**config.mk**
```make
export PLATFORM = sky130hd
export DESIGN_NAME = rf_stage_param_flat
export DESIGN_NICKNAME = d
export VERILOG_FILES = /design/src/rtl/rf_stage_pkg.sv /design/src/rtl/rf_stage_if.sv /design/src/rtl/rf_stage_param_regfile.sv /design/src/rtl/rf_stage_param.sv /design/src/flat_wrapper.sv
export SDC_FILE = /design/constraint.sdc
export NUM_CORES = 1
export LEC_CHECK = 0
export ABC_AREA = 1
export BUFFER_PORTS_ARGS = -buffer_cell sky130_fd_sc_hd__buf_2
export CAP_MARGIN = 20
export CORE_ASPECT_RATIO = 0.6
export CORE_MARGIN = 5
export CORE_UTILIZATION = 50
export CTS_CLUSTER_DIAMETER = 120
export DETAILED_ROUTE_END_ITERATION = 16
export PLACE_DENSITY = 0.68
export SYNTH_ARGS = -nofsm -noshare
export SYNTH_HDL_FRONTEND = slang
export SYNTH_SLANG_ARGS = --single-unit
export TNS_END_PERCENT = 5
```
**constraint.sdc**
```tcl
create_clock -name CLK -period 49.2 [get_ports CLK]
set_input_delay 4.92 -clock CLK [delete_from_list [all_inputs] [get_ports CLK]]
set_output_delay 4.92 -clock CLK [all_outputs]
set_load 0.02 [all_outputs]
```
**src/rtl/rf_stage_pkg.sv**
```systemverilog
// rf_stage_pkg: default widths and the latched field bundle of the register-fetch stage
package rf_stage_pkg;
  localparam int DEF_DATA_W = 16;
  localparam int DEF_REG_ID_W = 5;
  localparam int DEF_FLAG_W = 8;
  localparam int DEF_OPC_W = 6;
  localparam int DEF_PC_W = 16;
  typedef struct packed {
    logic valid;
    logic [DEF_OPC_W-1:0] opcode;
    logic [DEF_REG_ID_W-1:0] wr_id;
    logic [DEF_FLAG_W-1:0] fmask;
    logic [DEF_DATA_W-1:0] imm;
    logic eoi;
    logic [DEF_DATA_W-1:0] rd0_data;
    logic [DEF_REG_ID_W-1:0] rd0_id;
    logic [DEF_DATA_W-1:0] rd1_data;
    logic [DEF_REG_ID_W-1:0] rd1_id;
    logic [DEF_FLAG_W-1:0] flags;
    logic [DEF_PC_W-1:0] seq_npc;
  } rf_fields_t;
endpackage

```
**src/rtl/rf_stage_if.sv**
```systemverilog
// rf_stage_if: decoded instruction in from the translator, EXE pipeline register out
interface rf_stage_if
  import rf_stage_pkg::*;
#(
  parameter int DATA_W = DEF_DATA_W,
  parameter int REG_ID_W = DEF_REG_ID_W,
  parameter int FLAG_W = DEF_FLAG_W,
  parameter int OPC_W = DEF_OPC_W,
  parameter int PC_W = DEF_PC_W
);
  logic in_valid, in_fread, in_eoi;
  logic [OPC_W-1:0] in_opcode;
  logic [2:0] in_len;
  logic [REG_ID_W-1:0] in_rd0_id, in_rd1_id, in_wr_id;
  logic [FLAG_W-1:0] in_fmask;
  logic [DATA_W-1:0] in_imm;
  logic out_valid, out_eoi;
  logic [OPC_W-1:0] out_opcode;
  logic [REG_ID_W-1:0] out_wr_id, out_rd0_id, out_rd1_id;
  logic [FLAG_W-1:0] out_fmask, out_flags;
  logic [DATA_W-1:0] out_imm, out_rd0_data, out_rd1_data;
  logic [PC_W-1:0] out_seq_npc;
  modport master (
    output in_valid, in_fread, in_eoi, in_opcode, in_len, in_rd0_id, in_rd1_id, in_wr_id, in_fmask, in_imm,
    input out_valid, out_eoi, out_opcode, out_wr_id, out_rd0_id, out_rd1_id, out_fmask, out_flags,
          out_imm, out_rd0_data, out_rd1_data, out_seq_npc
  );
  modport slave (
    input in_valid, in_fread, in_eoi, in_opcode, in_len, in_rd0_id, in_rd1_id, in_wr_id, in_fmask, in_imm,
    output out_valid, out_eoi, out_opcode, out_wr_id, out_rd0_id, out_rd1_id, out_fmask, out_flags,
           out_imm, out_rd0_data, out_rd1_data, out_seq_npc
  );
endinterface

```
**src/rtl/rf_stage_param_regfile.sv**
```systemverilog
// rf_regfile: 2R/1W register file plus flag register; RF_BYPASS_EN makes reads write-through
module rf_regfile
  import rf_stage_pkg::*;
#(
  parameter int DATA_W = DEF_DATA_W,
  parameter int REG_ID_W = DEF_REG_ID_W,
  parameter int FLAG_W = DEF_FLAG_W
) (
  input  logic clk,
  input  logic rst,
  input  logic [REG_ID_W-1:0] rd0_id,
  input  logic [REG_ID_W-1:0] rd1_id,
  input  logic [REG_ID_W-1:0] wr_id,
  input  logic [DATA_W-1:0] wr_data,
  input  logic [FLAG_W-1:0] fmask,
  input  logic [FLAG_W-1:0] fvals,
  output logic [DATA_W-1:0] rd0_data,
  output logic [DATA_W-1:0] rd1_data,
  output logic [FLAG_W-1:0] flags
);
  logic [DATA_W-1:0] regs [2**REG_ID_W];
  logic [FLAG_W-1:0] flag_q, flag_nx;
  assign flag_nx = (flag_q & ~fmask) | (fvals & fmask);
  // register 0 is never written, so it reads 0 without a special case
  always_ff @(posedge clk or posedge rst)
    if (rst) begin
      for (int i = 0; i < 2**REG_ID_W; i++) regs[i] <= '0;
      flag_q <= '0;
    end else begin
      if (wr_id != '0) regs[wr_id] <= wr_data;
      flag_q <= flag_nx;
    end
`ifdef RF_BYPASS_EN
  assign rd0_data = (wr_id != '0 && wr_id == rd0_id) ? wr_data : regs[rd0_id];
  assign rd1_data = (wr_id != '0 && wr_id == rd1_id) ? wr_data : regs[rd1_id];
  assign flags = flag_nx;
`else
  assign rd0_data = regs[rd0_id];
  assign rd1_data = regs[rd1_id];
  assign flags = flag_q;
`endif
endmodule

```
**src/rtl/rf_stage_param.sv**
```systemverilog
// rf_stage_param: register-fetch stage with hazard bubbles, fetch PC and EXE register; RF_BYPASS_EN selects write-through reads
module rf_stage_param
  import rf_stage_pkg::*;
#(
  parameter int DATA_W = DEF_DATA_W,
  parameter int REG_ID_W = DEF_REG_ID_W,
  parameter int FLAG_W = DEF_FLAG_W,
  parameter int OPC_W = DEF_OPC_W,
  parameter int PC_W = DEF_PC_W,
  parameter logic [PC_W-1:0] RESET_PC = '0
) (
  input  logic CLK,
  input  logic RST,
  rf_stage_if.slave rf,
  input  logic mem_pipe_stall,
  input  logic flush1,
  input  logic PCupdate,
  input  logic [PC_W-1:0] EXE_targetPC,
  input  logic [REG_ID_W-1:0] wb_wr_id,
  input  logic [DATA_W-1:0] wb_result,
  input  logic [FLAG_W-1:0] wb_fmask,
  input  logic [FLAG_W-1:0] wb_flags,
  output logic [PC_W-1:0] fetch_pc,
  output logic bubble,
  output logic pipe_stall
);
  logic [DATA_W-1:0] rd0_data, rd1_data;
  logic [FLAG_W-1:0] flags_rd;
  logic exe_hit, wb_hit;
  rf_regfile #(.DATA_W(DATA_W), .REG_ID_W(REG_ID_W), .FLAG_W(FLAG_W)) u_regfile (
    .clk(CLK), .rst(RST),
    .rd0_id(rf.in_rd0_id), .rd1_id(rf.in_rd1_id),
    .wr_id(wb_wr_id), .wr_data(wb_result),
    .fmask(wb_fmask), .fvals(wb_flags),
    .rd0_data(rd0_data), .rd1_data(rd1_data), .flags(flags_rd)
  );
  assign exe_hit = rf.out_valid & ((rf.out_wr_id != '0 & (rf.out_wr_id == rf.in_rd0_id | rf.out_wr_id == rf.in_rd1_id))
                                   | (rf.out_fmask != '0 & rf.in_fread));
`ifdef RF_BYPASS_EN
  assign wb_hit = 1'b0;
`else
  // without bypass a same-cycle write-back would be read stale, so wait one cycle
  assign wb_hit = (rf.in_valid & wb_wr_id != '0 & (wb_wr_id == rf.in_rd0_id | wb_wr_id == rf.in_rd1_id))
                  | (wb_fmask != '0 & rf.in_fread);
`endif
  assign bubble = (rf.in_valid & exe_hit) | wb_hit;
  assign pipe_stall = mem_pipe_stall | bubble;
  always_ff @(posedge CLK or posedge RST)
    if (RST) fetch_pc <= RESET_PC;
    else if (PCupdate) fetch_pc <= EXE_targetPC;
    else if (rf.in_valid & ~pipe_stall) fetch_pc <= fetch_pc + PC_W'(rf.in_len);
  // a bubble still loads the data fields; only valid/wr_id/fmask must be cleared
  always_ff @(posedge CLK or posedge RST)
    if (RST) begin
      rf.out_valid <= 1'b0;
      rf.out_opcode <= '0;
      rf.out_wr_id <= '0;
      rf.out_fmask <= '0;
      rf.out_imm <= '0;
      rf.out_eoi <= 1'b0;
      rf.out_rd0_data <= '0;
      rf.out_rd0_id <= '0;
      rf.out_rd1_data <= '0;
      rf.out_rd1_id <= '0;
      rf.out_flags <= '0;
      rf.out_seq_npc <= '0;
    end else if (flush1) rf.out_valid <= 1'b0;
    else if (!mem_pipe_stall) begin
      rf.out_valid <= rf.in_valid & ~bubble;
      rf.out_wr_id <= bubble ? '0 : rf.in_wr_id;
      rf.out_fmask <= bubble ? '0 : rf.in_fmask;
      rf.out_opcode <= rf.in_opcode;
      rf.out_imm <= rf.in_imm;
      rf.out_eoi <= rf.in_eoi;
      rf.out_rd0_data <= rd0_data;
      rf.out_rd0_id <= rf.in_rd0_id;
      rf.out_rd1_data <= rd1_data;
      rf.out_rd1_id <= rf.in_rd1_id;
      rf.out_flags <= flags_rd;
      rf.out_seq_npc <= fetch_pc + PC_W'(rf.in_len);
    end
endmodule

```
**src/flat_wrapper.sv**
```systemverilog
// flat-port wrapper written by rule: the top's interface ports become plain ports
module rf_stage_param_flat import rf_stage_pkg::*;
#(
  parameter int DATA_W = DEF_DATA_W,
  parameter int REG_ID_W = DEF_REG_ID_W,
  parameter int FLAG_W = DEF_FLAG_W,
  parameter int OPC_W = DEF_OPC_W,
  parameter int PC_W = DEF_PC_W,
  parameter logic [PC_W-1:0] RESET_PC = '0
)
  (CLK, RST, mem_pipe_stall, flush1, PCupdate, EXE_targetPC, wb_wr_id, wb_result, wb_fmask, wb_flags, fetch_pc, bubble, pipe_stall, rf_in_valid, rf_in_fread, rf_in_eoi, rf_in_opcode, rf_in_len, rf_in_rd0_id, rf_in_rd1_id, rf_in_wr_id, rf_in_fmask, rf_in_imm, rf_out_valid, rf_out_eoi, rf_out_opcode, rf_out_wr_id, rf_out_rd0_id, rf_out_rd1_id, rf_out_fmask, rf_out_flags, rf_out_imm, rf_out_rd0_data, rf_out_rd1_data, rf_out_seq_npc);
  rf_stage_if #(.DATA_W(DATA_W), .REG_ID_W(REG_ID_W), .FLAG_W(FLAG_W), .OPC_W(OPC_W), .PC_W(PC_W)) rf_i ();
  input  logic CLK;
  input  logic RST;
  input  logic mem_pipe_stall;
  input  logic flush1;
  input  logic PCupdate;
  input  logic [PC_W-1:0] EXE_targetPC;
  input  logic [REG_ID_W-1:0] wb_wr_id;
  input  logic [DATA_W-1:0] wb_result;
  input  logic [FLAG_W-1:0] wb_fmask;
  input  logic [FLAG_W-1:0] wb_flags;
  output logic [PC_W-1:0] fetch_pc;
  output logic bubble;
  output logic pipe_stall;
  input wire logic [$bits(rf_i.in_valid)-1:0] rf_in_valid;
  input wire logic [$bits(rf_i.in_fread)-1:0] rf_in_fread;
  input wire logic [$bits(rf_i.in_eoi)-1:0] rf_in_eoi;
  input wire logic [$bits(rf_i.in_opcode)-1:0] rf_in_opcode;
  input wire logic [$bits(rf_i.in_len)-1:0] rf_in_len;
  input wire logic [$bits(rf_i.in_rd0_id)-1:0] rf_in_rd0_id;
  input wire logic [$bits(rf_i.in_rd1_id)-1:0] rf_in_rd1_id;
  input wire logic [$bits(rf_i.in_wr_id)-1:0] rf_in_wr_id;
  input wire logic [$bits(rf_i.in_fmask)-1:0] rf_in_fmask;
  input wire logic [$bits(rf_i.in_imm)-1:0] rf_in_imm;
  output wire logic [$bits(rf_i.out_valid)-1:0] rf_out_valid;
  output wire logic [$bits(rf_i.out_eoi)-1:0] rf_out_eoi;
  output wire logic [$bits(rf_i.out_opcode)-1:0] rf_out_opcode;
  output wire logic [$bits(rf_i.out_wr_id)-1:0] rf_out_wr_id;
  output wire logic [$bits(rf_i.out_rd0_id)-1:0] rf_out_rd0_id;
  output wire logic [$bits(rf_i.out_rd1_id)-1:0] rf_out_rd1_id;
  output wire logic [$bits(rf_i.out_fmask)-1:0] rf_out_fmask;
  output wire logic [$bits(rf_i.out_flags)-1:0] rf_out_flags;
  output wire logic [$bits(rf_i.out_imm)-1:0] rf_out_imm;
  output wire logic [$bits(rf_i.out_rd0_data)-1:0] rf_out_rd0_data;
  output wire logic [$bits(rf_i.out_rd1_data)-1:0] rf_out_rd1_data;
  output wire logic [$bits(rf_i.out_seq_npc)-1:0] rf_out_seq_npc;
  assign rf_i.in_valid = rf_in_valid;
  assign rf_i.in_fread = rf_in_fread;
  assign rf_i.in_eoi = rf_in_eoi;
  assign rf_i.in_opcode = rf_in_opcode;
  assign rf_i.in_len = rf_in_len;
  assign rf_i.in_rd0_id = rf_in_rd0_id;
  assign rf_i.in_rd1_id = rf_in_rd1_id;
  assign rf_i.in_wr_id = rf_in_wr_id;
  assign rf_i.in_fmask = rf_in_fmask;
  assign rf_i.in_imm = rf_in_imm;
  assign rf_out_valid = rf_i.out_valid;
  assign rf_out_eoi = rf_i.out_eoi;
  assign rf_out_opcode = rf_i.out_opcode;
  assign rf_out_wr_id = rf_i.out_wr_id;
  assign rf_out_rd0_id = rf_i.out_rd0_id;
  assign rf_out_rd1_id = rf_i.out_rd1_id;
  assign rf_out_fmask = rf_i.out_fmask;
  assign rf_out_flags = rf_i.out_flags;
  assign rf_out_imm = rf_i.out_imm;
  assign rf_out_rd0_data = rf_i.out_rd0_data;
  assign rf_out_rd1_data = rf_i.out_rd1_data;
  assign rf_out_seq_npc = rf_i.out_seq_npc;
  rf_stage_param #(.DATA_W(DATA_W), .REG_ID_W(REG_ID_W), .FLAG_W(FLAG_W), .OPC_W(OPC_W), .PC_W(PC_W), .RESET_PC(RESET_PC)) u_core (.CLK(CLK), .RST(RST), .rf(rf_i), .mem_pipe_stall(mem_pipe_stall), .flush1(flush1), .PCupdate(PCupdate), .EXE_targetPC(EXE_targetPC), .wb_wr_id(wb_wr_id), .wb_result(wb_result), .wb_fmask(wb_fmask), .wb_flags(wb_flags), .fetch_pc(fetch_pc), .bubble(bubble), .pipe_stall(pipe_stall));
endmodule
```
==> results of run 1 <==
==> synthesized netlist by cell type <==
| cell type | instances | share of area |
|---|---|---|
| xor2_1 | 7 | 0.0018 |
| nor2_4 | 1 | 0.00034 |
| o22ai_1 | 13 | 0.0025 |
| a21oi_1 | 399 | 0.060 |
| a21boi_4 | 1 | 0.00057 |
| nand4_4 | 1 | 0.00064 |
| dfrtp_1 | 639 | 0.48 |
| o21ai_0 | 950 | 0.14 |
| o211ai_1 | 159 | 0.036 |
| clkinv_1 | 1 | 0.00011 |
| a31oi_1 | 1 | 0.00019 |
| buf_4 | 2 | 0.00045 |
| nand4_1 | 4 | 0.00075 |
| nor2_1 | 179 | 0.020 |
| clkbuf_1 | 265 | 0.030 |
| ha_1 | 3 | 0.0011 |
| o221ai_1 | 7 | 0.0018 |
| buf_6 | 2 | 0.00068 |
| buf_2 | 92 | 0.014 |
| inv_1 | 305 | 0.034 |
| buf_1 | 26 | 0.0029 |
| nand2_4 | 1 | 0.00034 |
| nand2_1 | 994 | 0.11 |
| xnor2_1 | 8 | 0.0021 |
| o21ai_1 | 11 | 0.0017 |
| inv_2 | 3 | 0.00034 |
| fa_1 | 1 | 0.00060 |
| nor3_1 | 9 | 0.0014 |
| nand3_1 | 315 | 0.047 |
==> state kept, by name (all words and copies together) (netlist names), 5 cells and up, named ones only <==
name / flops
u_core.u_regfile.regs: 512
u_core.rf.out_seq_npc: 16
u_core.rf.out_rd0_id: 5
u_core.rf.out_rd1_id: 5
u_core.rf.out_imm: 16
u_core.rf.out_fmask: 8
u_core.rf.out_rd1_data: 16
u_core.fetch_pc: 16
u_core.rf.out_opcode: 6
u_core.rf.out_rd0_data: 16
u_core.rf.out_wr_id: 5
u_core.rf.out_flags: 8
==> metal layers <==
| layer | global-route usage | share of wire |
|---|---|---|
| met3 | 0.129 | 0.16 |
| met1 | 0.502 | 0.44 |
| met4 | 0.0761 | 0.024 |
| met2 | 0.426 | 0.38 |
| met5 | 0 | 0.00041 |
==> cell families after synthesis <==
group | after synthesis
AND/OR/NAND/NOR | 1504
AO/OA/AOI/OAI | 1541
buffers and inverters | 696
adder cells (fa/ha/maj) | 4
XOR/XNOR | 15
flip-flops | 639
==> stage by stage <==
stage          instances  cell area [um2]
6_report            5320            36600
5_1_grt             5317            36600
4_1_cts             5315            36600
3_5_place_dp        5200            34500
3_3_place_gp        5200            34500
2_1_floorplan       4399            33200
==> final cells by class <==
cell class	instances	area [um2]	area share
repair buffers	290	1690	0.0460
multi-input cells	3064	14500	0.396
well taps	900	1130	0.0307
flip-flops and latches	639	16000	0.437
diodes	3	7.51	0.000205
inverters	309	1170	0.0319
clock buffers	94	1870	0.0511
clock inverters	21	262	0.00714
==> power groups by stage <==
stage	logic, mW	clock network (mW)	registers [mW]
floorplan	0.202	0	0.704
global placement	0.303	0	0.701
detailed placement	0.310	0	0.703
CTS	0.311	0.515	0.694
global route	0.355	0.537	0.709
finish	0.317	0.510	0.698
==> worst reg2reg max path, cell delays in order (launching register included) <==
cell and delay, ps:
dfrtp_1 380, ha_1 190, inv_1 60, fa_1 420, nor2_1 120, o21ai_0 120, nor2_1 240, nand2_1 150
nor2_1 200, xor2_1 250, nand2_1 70, nand2_1 90, nand2_1 50, nand2_1 60
==> path summary, 6_finish.rpt <==
| path | to | from |
|---|---|---|
| worst min-delay path | u_core.u_regfile.regs[508]$_DFFE_PP0P_ | u_core.u_regfile.regs[508]$_DFFE_PP0P_ |
| max in group asynchronous | u_core.rf.out_opcode[2]$_DFFE_PP0P_ | RST |
| worst max register to register | u_core.fetch_pc[10]$_DFFE_PP0P_ | u_core.fetch_pc[0]$_DFFE_PP0P_ |
| min in group asynchronous | u_core.u_regfile.regs[370]$_DFFE_PP0P_ | RST |
| worst min register to register | u_core.u_regfile.regs[508]$_DFFE_PP0P_ | u_core.u_regfile.regs[508]$_DFFE_PP0P_ |
| worst max-delay path | bubble | rf_in_rd0_id[2] |
==> flow_metrics.py, run 1 <==
metrics = {
    "finish": {
        "fill_cells": 6325,
        "fin_util": 0.555,
        "final_cell_mix": "nand2_1, o21ai_0, dfrtp_1, a21oi_1, nand3_1",
        "drive_above_1_share": 0.0955,
        "layout_commonest_cell": "nand2_1",
        "layout.nets": 4478,
        "area_growth_pct": 10.4,
    },
    "die": {
        "initial_core_util": 0.503,
        "core_area_um2": 65900,
        "io_pins": 230,
        "die_x_um": 343,
        "die_h_um": 210,
        "die_area_um2": 71800,
        "num_rows": 73,
    },
    "route": {
        "drt-vias-per-instance": 5.99,
        "drc_errors": 0,
        "drt_wl_total_um": 120000,
        "post_drt_wl_per_cell_um": 22.6,
        "firstDrtPassIters": 6,
        "ant_nets": 0,
        "drtIter0Drc": 5190,
        "vias": 31900,
    },
    "yosys": {
        "yosys.area_share.simple": 0.184,
        "syn_avg_cell_area_um2": 7.55,
        "yosys.cell_types.count": 29,
        "synthMuxAreaShare": 0,
        "synth_top_family_by_area": "compound AO/OA/AOI/OAI gates",
        "syn_area_um2": 33200,
        "synth_compound_area_frac": 0.246,
        "synthXorXnorAreaFrac": 0.00396,
        "yosys.area_share.adder": 0.00173,
        "synth-seq-cells": 639,
        "syn-num-nets": 4512,
        "yosysWarnings": 0,
        "ys_seq_area_frac": 0.482,
        "synth_cells": 4399,
    },
    "sta": {
        "worst_slew_pin_slew_ps": 1160,
        "fin_hold_ws_ps": 391,
        "final-hold-violation-count": 0,
        "tns_ps": 0,
        "setup_violations": 0,
        "rsz0062_at_grt": "no",
        "final.min_clock_period_ps": 12600,
        "max_freq_ghz": 0.0794,
        "timing.final.crit_share": 0.256,
        "fin_skew_ps": 38.0,
        "slew_headroom": 0.222,
        "setup_slack_ps": 36600,
        "maxSlewViolCount": 0,
    },
    "setup_path": {
        "critPathMaxStageDelay_ps": 530,
        "crit_fanout": 42,
        "criticalPathCategory": "in -> out",
        "critPathSlowestCell": "buf_4",
        "r2r_cells": 13,
        "cp.required_ps": 44280,
        "regToRegSetupSlack_ps": 46740,
        "end_kind": "primary output",
        "path_depth": 11,
        "worstPathCellList": "buf_4 > inv_2 > buf_4 > nand2_1 > nand2_1 > nor2_1 > nand3_1 > nand2_1 > a21boi_4 > nand2_1 > buf_2",
        "cpMostUsedCell": "nand2_1",
        "critical_path_arrival_ps": 7680,
        "startpoint_type": "input port",
        "path_buf_inv": 4,
        "crit_family": "buffers and inverters",
    },
    "clocking": {
        "cts_buffers": 61,
        "htree_levels": 2,
        "cts.clk_slew.worst_paths_ps": 60,
        "ctsHoldBuffers": 0,
        "clock_latency_ps": 670,
        "cts_sinks": 639,
        "clockBufferDepth": 3,
        "cts_resized": 0,
        "postCtsSetupBuffers": 0,
        "clock-root-buffer": "clkbuf_16",
        "cts_tree": "done",
    },
    "hold_path": {
        "hp-class": "reg -> reg",
        "min_path_cells": 0,
    },
    "global_routing": {
        "grt_pass1_wl_um": 181000,
        "grt_max_degree": 197,
        "grt_overflow": 0,
        "grt_antenna_before_repair": 9,
        "grtUsageTotal": 0.326,
        "grt_pass1_vias": 28300,
    },
    "power": {
        "p_leak_nw": 17.0,
        "irDropWorstVdd_mv": 0.0292,
        "powerDensity_nw_per_um2": 41.6,
        "power_mw": 1.52,
        "pwr-share-seq": 0.458,
        "p_int_mw": 1.03,
        "combPwrFrac": 0.208,
        "switchingPower_mw": 0.499,
        "clkPwrFrac": 0.335,
        "switching_share": 0.327,
    },
    "place": {
        "routabilityCongestion": 0.922,
        "io_buffers": 229,
        "dp_slack_ps": 36710,
        "dp_hpwl_um": 73300,
    },
    "status": {
        "status": "finished, final reports clean",
    },
    "run": {
        "maxCapViolations": 0,
    },
}
(Power assumes the default switching activity.)
==> inputs of run 2 (changes only) <==
Settings changed: ABC_AREA 1 to 0.
Clock period 49.2 ns to 12.7 ns, I/O delays scaled along.
==> flow_metrics.py, run 2 <==
metrics = {
    "yosys": {
        "syn_area_um2": 32400,
        "yosys.cell_types.count": 53,
        "synth-edff-count": 0,
        "yosysWarnings": 0,
        "async_reset_ff_frac": 1.00,
        "synth_top_cell_by_area": "dfrtp_1",
        "syn-num-nets": 2348,
        "yosysMostFrequentCell": "dfrtp_1",
        "yosys-top-cells-area": "dfrtp_1, mux4_2, mux2_2",
        "synth_ff_type": "dfrtp_1",
        "synth-seq-cells": 639,
        "synth_cells": 2235,
        "syn_avg_cell_area_um2": 14.5,
        "synth_top_cell_area_share": 0.493,
        "synthTopCellsByCount": "dfrtp_1, mux2_2, mux4_2, nand2_1, clkbuf_1",
        "ys_seq_area_frac": 0.493,
    },
    "global_routing": {
        "grtUsageTotal": 0.276,
        "grt_pass1_wl_um": 147000,
        "grt_max_degree": 182,
        "grt_antenna_before_repair": 7,
        "grt_overflow": 0,
        "grt_pass1_vias": 21800,
    },
    "clocking": {
        "cts_resized": 0,
        "clock-root-buffer": "clkbuf_16",
        "clock_latency_ps": 650,
        "ctsHoldBuffers": 0,
        "cts_tree": "done",
        "cts.clk_slew.worst_paths_ps": 70,
        "postCtsSetupBuffers": 0,
        "clockBufferDepth": 3,
        "htree_levels": 2,
        "cts_buffers": 59,
        "cts_sinks": 639,
    },
    "die": {
        "die_h_um": 207,
        "initial_core_util": 0.504,
        "die_area_um2": 70200,
        "io_pins": 230,
        "num_rows": 72,
        "die_x_um": 339,
        "core_area_um2": 64300,
    },
    "hold_path": {
        "hold_start": "u_core.u_regfile.regs[502]$_DFFE_PP0P_",
        "hp-class": "reg -> reg",
        "min_path_cells": 0,
        "min_to": "u_core.u_regfile.regs[502]$_DFFE_PP0P_",
    },
    "sta": {
        "rsz0062_at_grt": "no",
        "setup_violations": 0,
        "max_freq_ghz": 0.176,
        "slew_headroom": 0.191,
        "fin_skew_ps": 35.6,
        "tns_ps": 0,
        "fin_hold_ws_ps": 400,
        "final.min_clock_period_ps": 5680,
        "timing.final.crit_share": 0.448,
        "worst_slew_pin_slew_ps": 1210,
        "maxSlewViolCount": 0,
        "final-hold-violation-count": 0,
    },
    "place": {
        "routabilityCongestion": 0.858,
        "dp_hpwl_um": 61800,
        "io_buffers": 229,
    },
    "route": {
        "firstDrtPassIters": 7,
        "drt_wl_total_um": 97500,
        "ant_nets": 0,
        "vias": 21400,
        "drtIter0Drc": 2254,
        "post_drt_wl_per_cell_um": 30.0,
        "drt-vias-per-instance": 6.60,
        "drc_errors": 0,
    },
    "setup_path": {
        "criticalPathCategory": "in -> out",
        "critical_path_arrival_ps": 4410,
        "end_kind": "primary output",
        "crit_fanout": 46,
        "startpoint_type": "input port",
        "r2r_start": "u_core.fetch_pc[0]$_DFFE_PP0P_",
        "regToRegSetupSlack_ps": 10040,
        "r2r_cells": 9,
        "cp.required_ps": 11430,
        "reg2reg_to": "u_core.fetch_pc[12]$_DFFE_PP0P_",
    },
    "finish": {
        "seqCellArea_um2": 16000,
        "drive_above_1_share": 0.497,
        "largest_reg_flops": 512,
        "area_growth_pct": 11.6,
        "final_cell_mix": "dfrtp_1, mux2_2, mux4_2, buf_2, nand2_1",
        "top_register": "u_core.u_regfile.regs",
        "layout.nets": 2460,
        "fill_cells": 5125,
        "layout_commonest_cell": "dfrtp_1",
        "multiInputGateArea_um2": 15500,
    },
    "power": {
        "p_leak_nw": 15.4,
        "irDropWorstVdd_mv": 0.104,
        "powerDensity_nw_per_um2": 165,
    },
    "status": {
        "status": "finished, final reports clean",
    },
    "run": {
        "maxCapViolations": 0,
    },
}
-- run 2: cell families (layout without fill, tap and decap cells) --
family	after synthesis	count (layout)	synth area share
compound gates	211	211	0.0456
xor+xnor	34	34	0.00919
fa+ha+maj	4	4	0.00178
buf+inv	234	394	0.0298
flops	639	639	0.493
mux	800	800	0.376
other cells	0	3	0
simple gates	313	313	0.0439
-- run 2: worst max-delay path: stages --
cell and delay (ps):
buf_4 590, buf_4 760, xor2_1 140, nor3_1 250, a22oi_1 110, o21ai_1 160
buf_4 300, o21a_1 450, or2_2 190, buf_2 160
-- run 2: through the flow --
| step | instances | setup WS [ps] | utilization | instance area (um2) | total power, mW |
|---|---|---|---|---|---|
| 2_1_floorplan | 2235 | 2700 | - | 32400 | 3.76 |
| 3_3_place_gp | 3135 | 6990 | 0.531 | 34200 | 4.11 |
| 3_5_place_dp | 3136 | 7030 | 0.532 | 34200 | 4.19 |
| 4_1_cts | 3245 | 7010 | 0.561 | 36100 | 5.97 |
| 5_1_grt | 3248 | 6780 | 0.562 | 36100 | 6.21 |
| 6_report | 3249 | 7020 | 0.562 | 36100 | 5.96 |
-- run 2: worst max path at each step --
| stage | startpoint | end | slack (ps) | cells after the start |
|---|---|---|---|---|
| 2_1_floorplan | RST | async pin | 2700 | 1 |
| 3_3_place_gp | rf_in_rd1_id[1] | pipe_stall | 6990 | 9 |
| 3_5_place_dp | rf_in_rd1_id[1] | bubble | 7030 | 10 |
| 4_1_cts | rf_in_rd1_id[1] | bubble | 7010 | 10 |
| 5_1_grt | rf_in_rd1_id[1] | bubble | 6780 | 10 |
| 6_report | rf_in_rd1_id[1] | bubble | 7020 | 10 |
-- run 2: power by group --
group | leakage, nW | internal [mW] | switching (mW) | total, mW
clock network | 0.945 | 0.983 | 0.809 | 1.79
logic | 6.60 | 0.776 | 0.587 | 1.36
registers | 7.88 | 2.47 | 0.335 | 2.81
-- run 2: cell type report --
| cell class | instances | share of cell area |
|---|---|---|
| inverter | 7 | 0.000831 |
| timing repair buffer | 278 | 0.0442 |
| multi-input combinational | 1362 | 0.430 |
| sequential | 639 | 0.442 |
| clock buffer | 91 | 0.0492 |
| tap | 851 | 0.0295 |
| clock inverter | 18 | 0.00391 |
| antenna | 3 | 0.000208 |
-- run 2: metal layers --
layer,vias to the layer above,track usage,share of wire
met2,923,0.401,0.44
met5,-,0,0.00011
li1,8729,-,-
met3,153,0.0732,0.091
met4,2,0.0697,0.025
met1,11600,0.418,0.44
